==> src/rtl/aca_csu_err_corr_if.sv <==
// Handshake/data bundle between the ACA-CSU error corrector and its producer/consumer.
// ACA_CONSIST_CHK_EN adds the sum_mismatch signal.
interface aca_csu_err_corr_if #(
    parameter int WIDTH = 32,
    parameter int BLK   = 4,
    parameter int CNTW  = 4
);
    localparam int NBLK = WIDTH / BLK;

    logic             in_valid;
    logic             in_ready;
    logic [WIDTH-1:0] a;
    logic [WIDTH-1:0] b;
    logic [WIDTH:0]   approx_sum;
    logic             out_valid;
    logic             out_ready;
    logic [WIDTH:0]   corr_sum;
    logic [NBLK-1:0]  err_mask;
    logic             err_flag;
    logic [CNTW-1:0]  err_count;
`ifdef ACA_CONSIST_CHK_EN
    logic             sum_mismatch;
`endif

    modport master (
        output in_valid, a, b, approx_sum, out_ready,
        input  in_ready, out_valid, corr_sum, err_mask, err_flag, err_count
`ifdef ACA_CONSIST_CHK_EN
        , input sum_mismatch
`endif
    );

    modport slave (
        input  in_valid, a, b, approx_sum, out_ready,
        output in_ready, out_valid, corr_sum, err_mask, err_flag, err_count
`ifdef ACA_CONSIST_CHK_EN
        , output sum_mismatch
`endif
    );
endinterface

==> src/rtl/aca_csu_err_corr.sv <==
// Block-serial error detector/corrector for the ACA-CSU approximate adder.
// Define ACA_CONSIST_CHK_EN to also cross-check approx_sum against the speculated carries.
module aca_csu_err_corr #(
    parameter int WIDTH = 32,
    parameter int BLK   = 4,
    parameter int CNTW  = 4
) (
    input  logic                clk,
    input  logic                rst,
    aca_csu_err_corr_if.slave   bus
);
    localparam int NBLK = WIDTH / BLK;
    localparam int IDXW = $clog2(NBLK);

    typedef enum logic [1:0] {IDLE, SCAN, DONE} state_t;

    state_t           state_q;
    logic             in_ready_q;
    logic             out_valid_q;
    logic [WIDTH-1:0] a_q;
    logic [WIDTH-1:0] b_q;
    logic [IDXW-1:0]  idx_q;
    logic             c_exact_q;
    logic [WIDTH:0]   corr_sum_q;
    logic [NBLK-1:0]  err_mask_q;
    logic [CNTW-1:0]  err_count_q;

    // Per-block propagate/generate and the adder's speculated carry-in, from captured operands.
    logic [NBLK-1:0] blk_p;
    logic [NBLK-1:0] blk_g;
    logic [NBLK-1:0] spec_c;

    for (genvar gi = 0; gi < NBLK; gi++) begin : g_blk
        logic [BLK:0] blk_sum0;
        assign blk_sum0  = {1'b0, a_q[gi*BLK +: BLK]} + {1'b0, b_q[gi*BLK +: BLK]};
        assign blk_g[gi] = blk_sum0[BLK];
        assign blk_p[gi] = &(a_q[gi*BLK +: BLK] ^ b_q[gi*BLK +: BLK]);
    end

    assign spec_c[0] = 1'b0;
    assign spec_c[1] = blk_g[0];
    for (genvar gi = 2; gi < NBLK; gi++) begin : g_spec
        assign spec_c[gi] = blk_p[gi-1] ? (a_q[BLK*(gi-1)-1] & b_q[BLK*(gi-1)-1])
                                        : blk_g[gi-1];
    end

    logic [BLK-1:0] a_blk;
    logic [BLK-1:0] b_blk;
    logic [BLK:0]   blk_sum;
    logic           cur_spec;
    logic           err_bit;
    logic           last_blk;

    assign a_blk    = a_q[idx_q*BLK +: BLK];
    assign b_blk    = b_q[idx_q*BLK +: BLK];
    assign blk_sum  = {1'b0, a_blk} + {1'b0, b_blk} + {{BLK{1'b0}}, c_exact_q};
    assign cur_spec = spec_c[idx_q];
    assign err_bit  = cur_spec ^ c_exact_q;
    assign last_blk = (idx_q == IDXW'(NBLK - 1));

`ifdef ACA_CONSIST_CHK_EN
    logic [WIDTH:0] approx_q;
    logic           sum_mismatch_q;
    logic [BLK:0]   spec_sum;
    logic           blk_mismatch;

    assign spec_sum     = {1'b0, a_blk} + {1'b0, b_blk} + {{BLK{1'b0}}, cur_spec};
    assign blk_mismatch = (spec_sum[BLK-1:0] != approx_q[idx_q*BLK +: BLK]) ||
                          (last_blk && (spec_sum[BLK] != approx_q[WIDTH]));
    assign bus.sum_mismatch = sum_mismatch_q;

    always_ff @(posedge clk or posedge rst) begin
        if (rst) begin
            approx_q       <= '0;
            sum_mismatch_q <= 1'b0;
        end else if (state_q == IDLE && bus.in_valid) begin
            approx_q       <= bus.approx_sum;
            sum_mismatch_q <= 1'b0;
        end else if (state_q == SCAN && blk_mismatch) begin
            sum_mismatch_q <= 1'b1;
        end
    end
`endif

    always_ff @(posedge clk or posedge rst) begin
        if (rst) begin
            state_q     <= IDLE;
            in_ready_q  <= 1'b1;
            out_valid_q <= 1'b0;
            a_q         <= '0;
            b_q         <= '0;
            idx_q       <= '0;
            c_exact_q   <= 1'b0;
            corr_sum_q  <= '0;
            err_mask_q  <= '0;
            err_count_q <= '0;
        end else begin
            case (state_q)
                IDLE: begin
                    if (bus.in_valid) begin
                        a_q         <= bus.a;
                        b_q         <= bus.b;
                        idx_q       <= '0;
                        c_exact_q   <= 1'b0;
                        err_mask_q  <= '0;
                        err_count_q <= '0;
                        in_ready_q  <= 1'b0;
                        state_q     <= SCAN;
                    end
                end
                SCAN: begin
                    corr_sum_q[idx_q*BLK +: BLK] <= blk_sum[BLK-1:0];
                    c_exact_q                    <= blk_sum[BLK];
                    err_mask_q[idx_q]            <= err_bit;
                    err_count_q                  <= err_count_q + CNTW'(err_bit);
                    if (last_blk) begin
                        corr_sum_q[WIDTH] <= blk_sum[BLK];
                        out_valid_q       <= 1'b1;
                        state_q           <= DONE;
                    end else begin
                        idx_q <= idx_q + 1'b1;
                    end
                end
                DONE: begin
                    if (bus.out_ready) begin
                        out_valid_q <= 1'b0;
                        in_ready_q  <= 1'b1;
                        state_q     <= IDLE;
                    end
                end
                default: state_q <= IDLE;
            endcase
        end
    end

    assign bus.in_ready  = in_ready_q;
    assign bus.out_valid = out_valid_q;
    assign bus.corr_sum  = corr_sum_q;
    assign bus.err_mask  = err_mask_q;
    assign bus.err_flag  = |err_mask_q;
    assign bus.err_count = err_count_q;
endmodule
==> src/flat_wrapper.sv <==
// flat-port wrapper written by rule: the top's interface ports become plain ports
module aca_csu_err_corr_flat 
#(
    parameter int WIDTH = 32,
    parameter int BLK   = 4,
    parameter int CNTW  = 4
)
  (clk, rst, bus_in_valid, bus_a, bus_b, bus_approx_sum, bus_out_ready, bus_in_ready, bus_out_valid, bus_corr_sum, bus_err_mask, bus_err_flag, bus_err_count);
  aca_csu_err_corr_if #(.WIDTH(WIDTH), .BLK(BLK), .CNTW(CNTW)) bus_i ();
  input  logic clk;
  input  logic rst;
  input wire logic [$bits(bus_i.in_valid)-1:0] bus_in_valid;
  input wire logic [$bits(bus_i.a)-1:0] bus_a;
  input wire logic [$bits(bus_i.b)-1:0] bus_b;
  input wire logic [$bits(bus_i.approx_sum)-1:0] bus_approx_sum;
  input wire logic [$bits(bus_i.out_ready)-1:0] bus_out_ready;
  output wire logic [$bits(bus_i.in_ready)-1:0] bus_in_ready;
  output wire logic [$bits(bus_i.out_valid)-1:0] bus_out_valid;
  output wire logic [$bits(bus_i.corr_sum)-1:0] bus_corr_sum;
  output wire logic [$bits(bus_i.err_mask)-1:0] bus_err_mask;
  output wire logic [$bits(bus_i.err_flag)-1:0] bus_err_flag;
  output wire logic [$bits(bus_i.err_count)-1:0] bus_err_count;
  assign bus_i.in_valid = bus_in_valid;
  assign bus_i.a = bus_a;
  assign bus_i.b = bus_b;
  assign bus_i.approx_sum = bus_approx_sum;
  assign bus_i.out_ready = bus_out_ready;
  assign bus_in_ready = bus_i.in_ready;
  assign bus_out_valid = bus_i.out_valid;
  assign bus_corr_sum = bus_i.corr_sum;
  assign bus_err_mask = bus_i.err_mask;
  assign bus_err_flag = bus_i.err_flag;
  assign bus_err_count = bus_i.err_count;
  aca_csu_err_corr #(.WIDTH(WIDTH), .BLK(BLK), .CNTW(CNTW)) u_core (.clk(clk), .rst(rst), .bus(bus_i));
endmodule
==> config.mk <==
export PLATFORM = sky130hd
export DESIGN_NAME = aca_csu_err_corr_flat
export DESIGN_NICKNAME = d
export VERILOG_FILES = /design/src/rtl/aca_csu_err_corr_if.sv /design/src/rtl/aca_csu_err_corr.sv /design/src/flat_wrapper.sv
export SDC_FILE = /design/constraint.sdc
export NUM_CORES = 1
export LEC_CHECK = 0
export CAP_MARGIN = 20
export CORE_UTILIZATION = 40
export CTS_BUF_LIST = sky130_fd_sc_hd__clkbuf_8
export DETAILED_ROUTE_END_ITERATION = 7
export GPL_ROUTABILITY_DRIVEN = 0
export PLACE_DENSITY = 0.71
export RECOVER_POWER = 100
export SYNTH_ARGS = -nofsm -noshare
export SYNTH_HDL_FRONTEND = slang
export SYNTH_SLANG_ARGS = --single-unit
==> constraint.sdc <==
create_clock -name clk -period 5.7 [get_ports clk]
set_input_delay 0.855 -clock clk [delete_from_list [all_inputs] [get_ports clk]]
set_output_delay 0.855 -clock clk [all_outputs]
set_load 0.05 [all_outputs]
==> results.md <==
* Ys Warns at 0
* CTS tree: built
* Final TNS setup at 0 ps
* Worst hold path class: reg -> reg
* Fraction of registers with async set/reset at between 90% and 100%
* Vias/cell at roughly 5.6
* Largest family of logic cells by synthesized area: multiplexers
* Final count of pins violating max slew at 115
* Worst path arrival time at approximately 5000 ps
* Main flop type after synthesis: dfrtp_1
* Synth Instances at ~530
* Fillers at 1299
* Initial Util at 41.5%
* Remaining DRCs at 7
* Part of the cycle the worst path needs at between 80% and 90%
* Unique masters post-synth at 48
* Hold Fails Final Rpt at 0
* Status: finished with violations
* Failing checks: design-rule violations, max-capacitance violations, max-slew violations
* Delay-heaviest family, CP: compound AO/OA/AOI/OAI gates
* Synth Area in Adders at slightly below 9%
* Flops & latches, synth at about 120
* Via count at 4667
* Io pins at ~150
* VDD IR max at about 0.3 mV
* Hpwl dp at between 10000 and 15000 µm
* Cts bufs inserted at 17
* Tot GR Track Use at roughly a fifth
* Final core utilization at 52.9%
* Die area at between 0.015 and 0.02 mm²
* Power Total at 5.14 mW
* Clk pin slew, worst setup/hold paths at about 70 ps
* Die W at between 100 and 150 µm
* Worst EP required at around 6100 ps
* CP bufs+invs at 1
* Maximum fanout along the worst path at 22
* Leakage power total at approximately 3.5 nW
* Final ANT Viol Nets at 0
* Largest net degree at the start of global routing at between 70 and 80
* CTS Sinks at 117
* Post-synthesis mux area share at between 20% and 30%
* Max_cap viols at 2
* RSZ-0062 raised after global routing: no
* # Post-CTS Setup Buffers at 0
* Vias in the first global route at around 4600
* Dpl cells at between 800 and 900
* Final count of negative-setup-slack endpoints at 0
* P&R area growth vs syn at 27.5%
* Post-cts hold buffer count at 0
* Die Y at 125 µm
* Antenna cells at 0
* Syn avg cell area at around 11 µm²
* Synth Area in Simple Gates at 10.6%
* R2r setup slk at 1070 ps
* Crit Path Category: reg -> reg
* Final worst path period need at 4630 ps
* Buffers on Ports at between 100 and 150
* Most frequent cells in the layout: 116 x dfrtp_1, 88 x mux2_2, 65 x clkdlybuf4s50_1
* Multi-input gate area at about 0.003 mm²
* Final WL at approximately 15000 µm
* Global route overflow at 0
* Worst skew pair latency at 450 ps
* Post-synthesis net count at 674
* CTS Root Cell: clkbuf_8
* Routed wire per std cell at 17.4 µm
* CP max-delay cell: clkbuf_1
* Nets@finish at 785
* F_max at around 220 MHz
* Slew of the pin with the lowest slew margin at between 3000 and 4000 ps
* Skew final at approximately 11 ps
* Crit-path cells: clkbuf_1 -> nor3_1 -> a311oi_1 -> o221ai_1 -> a222oi_1 -> nand3b_2 -> xnor2_1 -> ha_1 -> ha_1 -> nand2_1 -> nand3_1 -> o21ai_0
* First-pass GRT wire length at around 24000 µm
* Pwr dens at around 660 mW/mm²
* Synth Area in Compound Gates at 9.48%
* Commonest non-fill, non-tap cell in the layout: dfrtp_1
* CP max stage delay at 1030 ps
* Cell Count, Final, Fillers Out at 839
* Iteration-0 DRC Markers at between 300 and 400
* Synth Area in XOR/XNOR at less than 1%
* Sequential share of the synthesized area at between 40% and 50%
* Drt first pass iters at 7
* Core area at 0.0147 mm²
* Synthesized cell area at roughly 0.0061 mm²
* CTS max path bufs at 2
* H-tree depth reported by CTS at 4
* Setup crit end kind: register
* Layout cell share with drive strength beyond 1 at a little over a fifth
* CTS resizes at 0
* FP Rows at 44
* Relative slew slack at -114%
* Startpoint types: register
* Initial antenna violation count at 0
* EDFF count, synth at 0
* Flip-flop and latch area at approximately 0.003 mm²
* Critical Path Most Common Cell: ha_1
[cell type report]
cell class | instances | share of cell area, %
clock buffer | 20 | 3.54
multi-input combinational | 374 | 38.6
tap | 184 | 2.96
clock inverter | 11 | 1.42
inverter | 13 | 0.644
sequential | 117 | 37.7
timing repair buffer | 120 | 15.2
[metal layers]
| metal | GRT usage, % | wire length (µm) | vias up |
|---|---|---|---|
| met5 | 0 | 0 | - |
| met4 | 9.25 | 461 | 0 |
| met3 | 4.36 | 720 | 40 |
| met2 | 33.2 | 7370 | 153 |
| met1 | 23.2 | 6060 | 2298 |
| li1 | - | - | 2176 |
[flip-flops by register name, summed over array words and instances (netlist names)]
name                  flops
u_core.bus.err_mask       8
u_core.a_q               32
u_core.b_q               32
u_core.bus.out_valid      1
u_core.bus.in_ready       1
u_core.idx_q              3
u_core.bus.err_count      4
u_core.c_exact_q          1
u_core.bus.corr_sum      33
u_core.state_q            2
[power breakdown]
| part | switching, mW | internal (mW) | leakage (nW) | total, mW |
|---|---|---|---|---|
| Clock | 0.320 | 0.413 | 0.199 | 0.733 |
| Combinational | 1.67 | 1.16 | 1.85 | 2.84 |
| Sequential | 0.363 | 1.20 | 1.45 | 1.57 |
[worst reg2reg max path, stage by stage (launching register included)]
cell	delay (ps)
dfrtp_1	730
clkbuf_1	1030
nor3_1	160
a311oi_1	340
o221ai_1	150
a222oi_1	940
nand3b_2	310
xnor2_1	210
ha_1	220
ha_1	180
nand2_1	70
nand3_1	70
o21ai_0	160
[Yosys cell counts (2+ instances only)]
cell      count  area [µm²]
a41o_1        2        20.0
o21ai_0      35         175
a311oi_1      3        26.3
a21oi_1      17        85.1
o221ai_1      4        35.0
a21o_1        3        22.5
and4b_1       3        30.0
a31o_2        4        35.0
nand4_1       6        37.5
buf_2         3        15.0
nand3_1      19        95.1
mux4_2        8         180
xnor2_1       2        17.5
o22ai_1       2        12.5
clkbuf_1     18        67.6
mux2_2       88         991
fa_1          2        40.0
nor2_1       32         120
a221oi_1      5        43.8
a31oi_1       6        37.5
nor3_1       14        70.1
nand2_1      47         176
nor4b_1       2        17.5
buf_1         5        18.8
and3_1        3        18.8
inv_1        13        48.8
ha_1         39         488
nand2b_1      3        18.8
mux2i_1       5        50.1
dfrtp_1     116        2900
a22oi_1       2        15.0
nor2b_1       2        12.5
o31ai_1       2        15.0
nor4_1        3        18.8
[kinds of logic (layout without fill, tap and decap cells)]
group           after synthesis  in the layout
compound gates               91             91
xor+xnor                      3              3
fa+ha+maj                    41             41
buf+inv                      41            164
flops                       117            117
mux                         101            101
simple gates                138            138
[path summary, 6_finish.rpt]
check / depth (start not counted) / endpoint / start
worst max-delay path: 12 / u_core.bus.err_count[2] / u_core.idx_q[0]
worst min-delay path: 2 / u_core.bus.corr_sum[25] / u_core.bus.corr_sum[25]
worst max register to register: 12 / u_core.bus.err_count[2] / u_core.idx_q[0]
worst min register to register: 2 / u_core.bus.corr_sum[25] / u_core.bus.corr_sum[25]
max in group asynchronous: 3 / u_core.a_q[30] / rst
min in group asynchronous: 2 / u_core.bus.err_count[3] / rst
[through the flow]
stage	hold slack [ps]	setup slack [ps]	area, µm²
final	492	1070	7770
after global routing	527	734	7770
after CTS	498	1760	7780
after detailed placement	483	1780	7400
after global placement	472	1820	7400
after floorplan	474	1750	6100
Note: power is estimated with default switching activity, not from simulation.
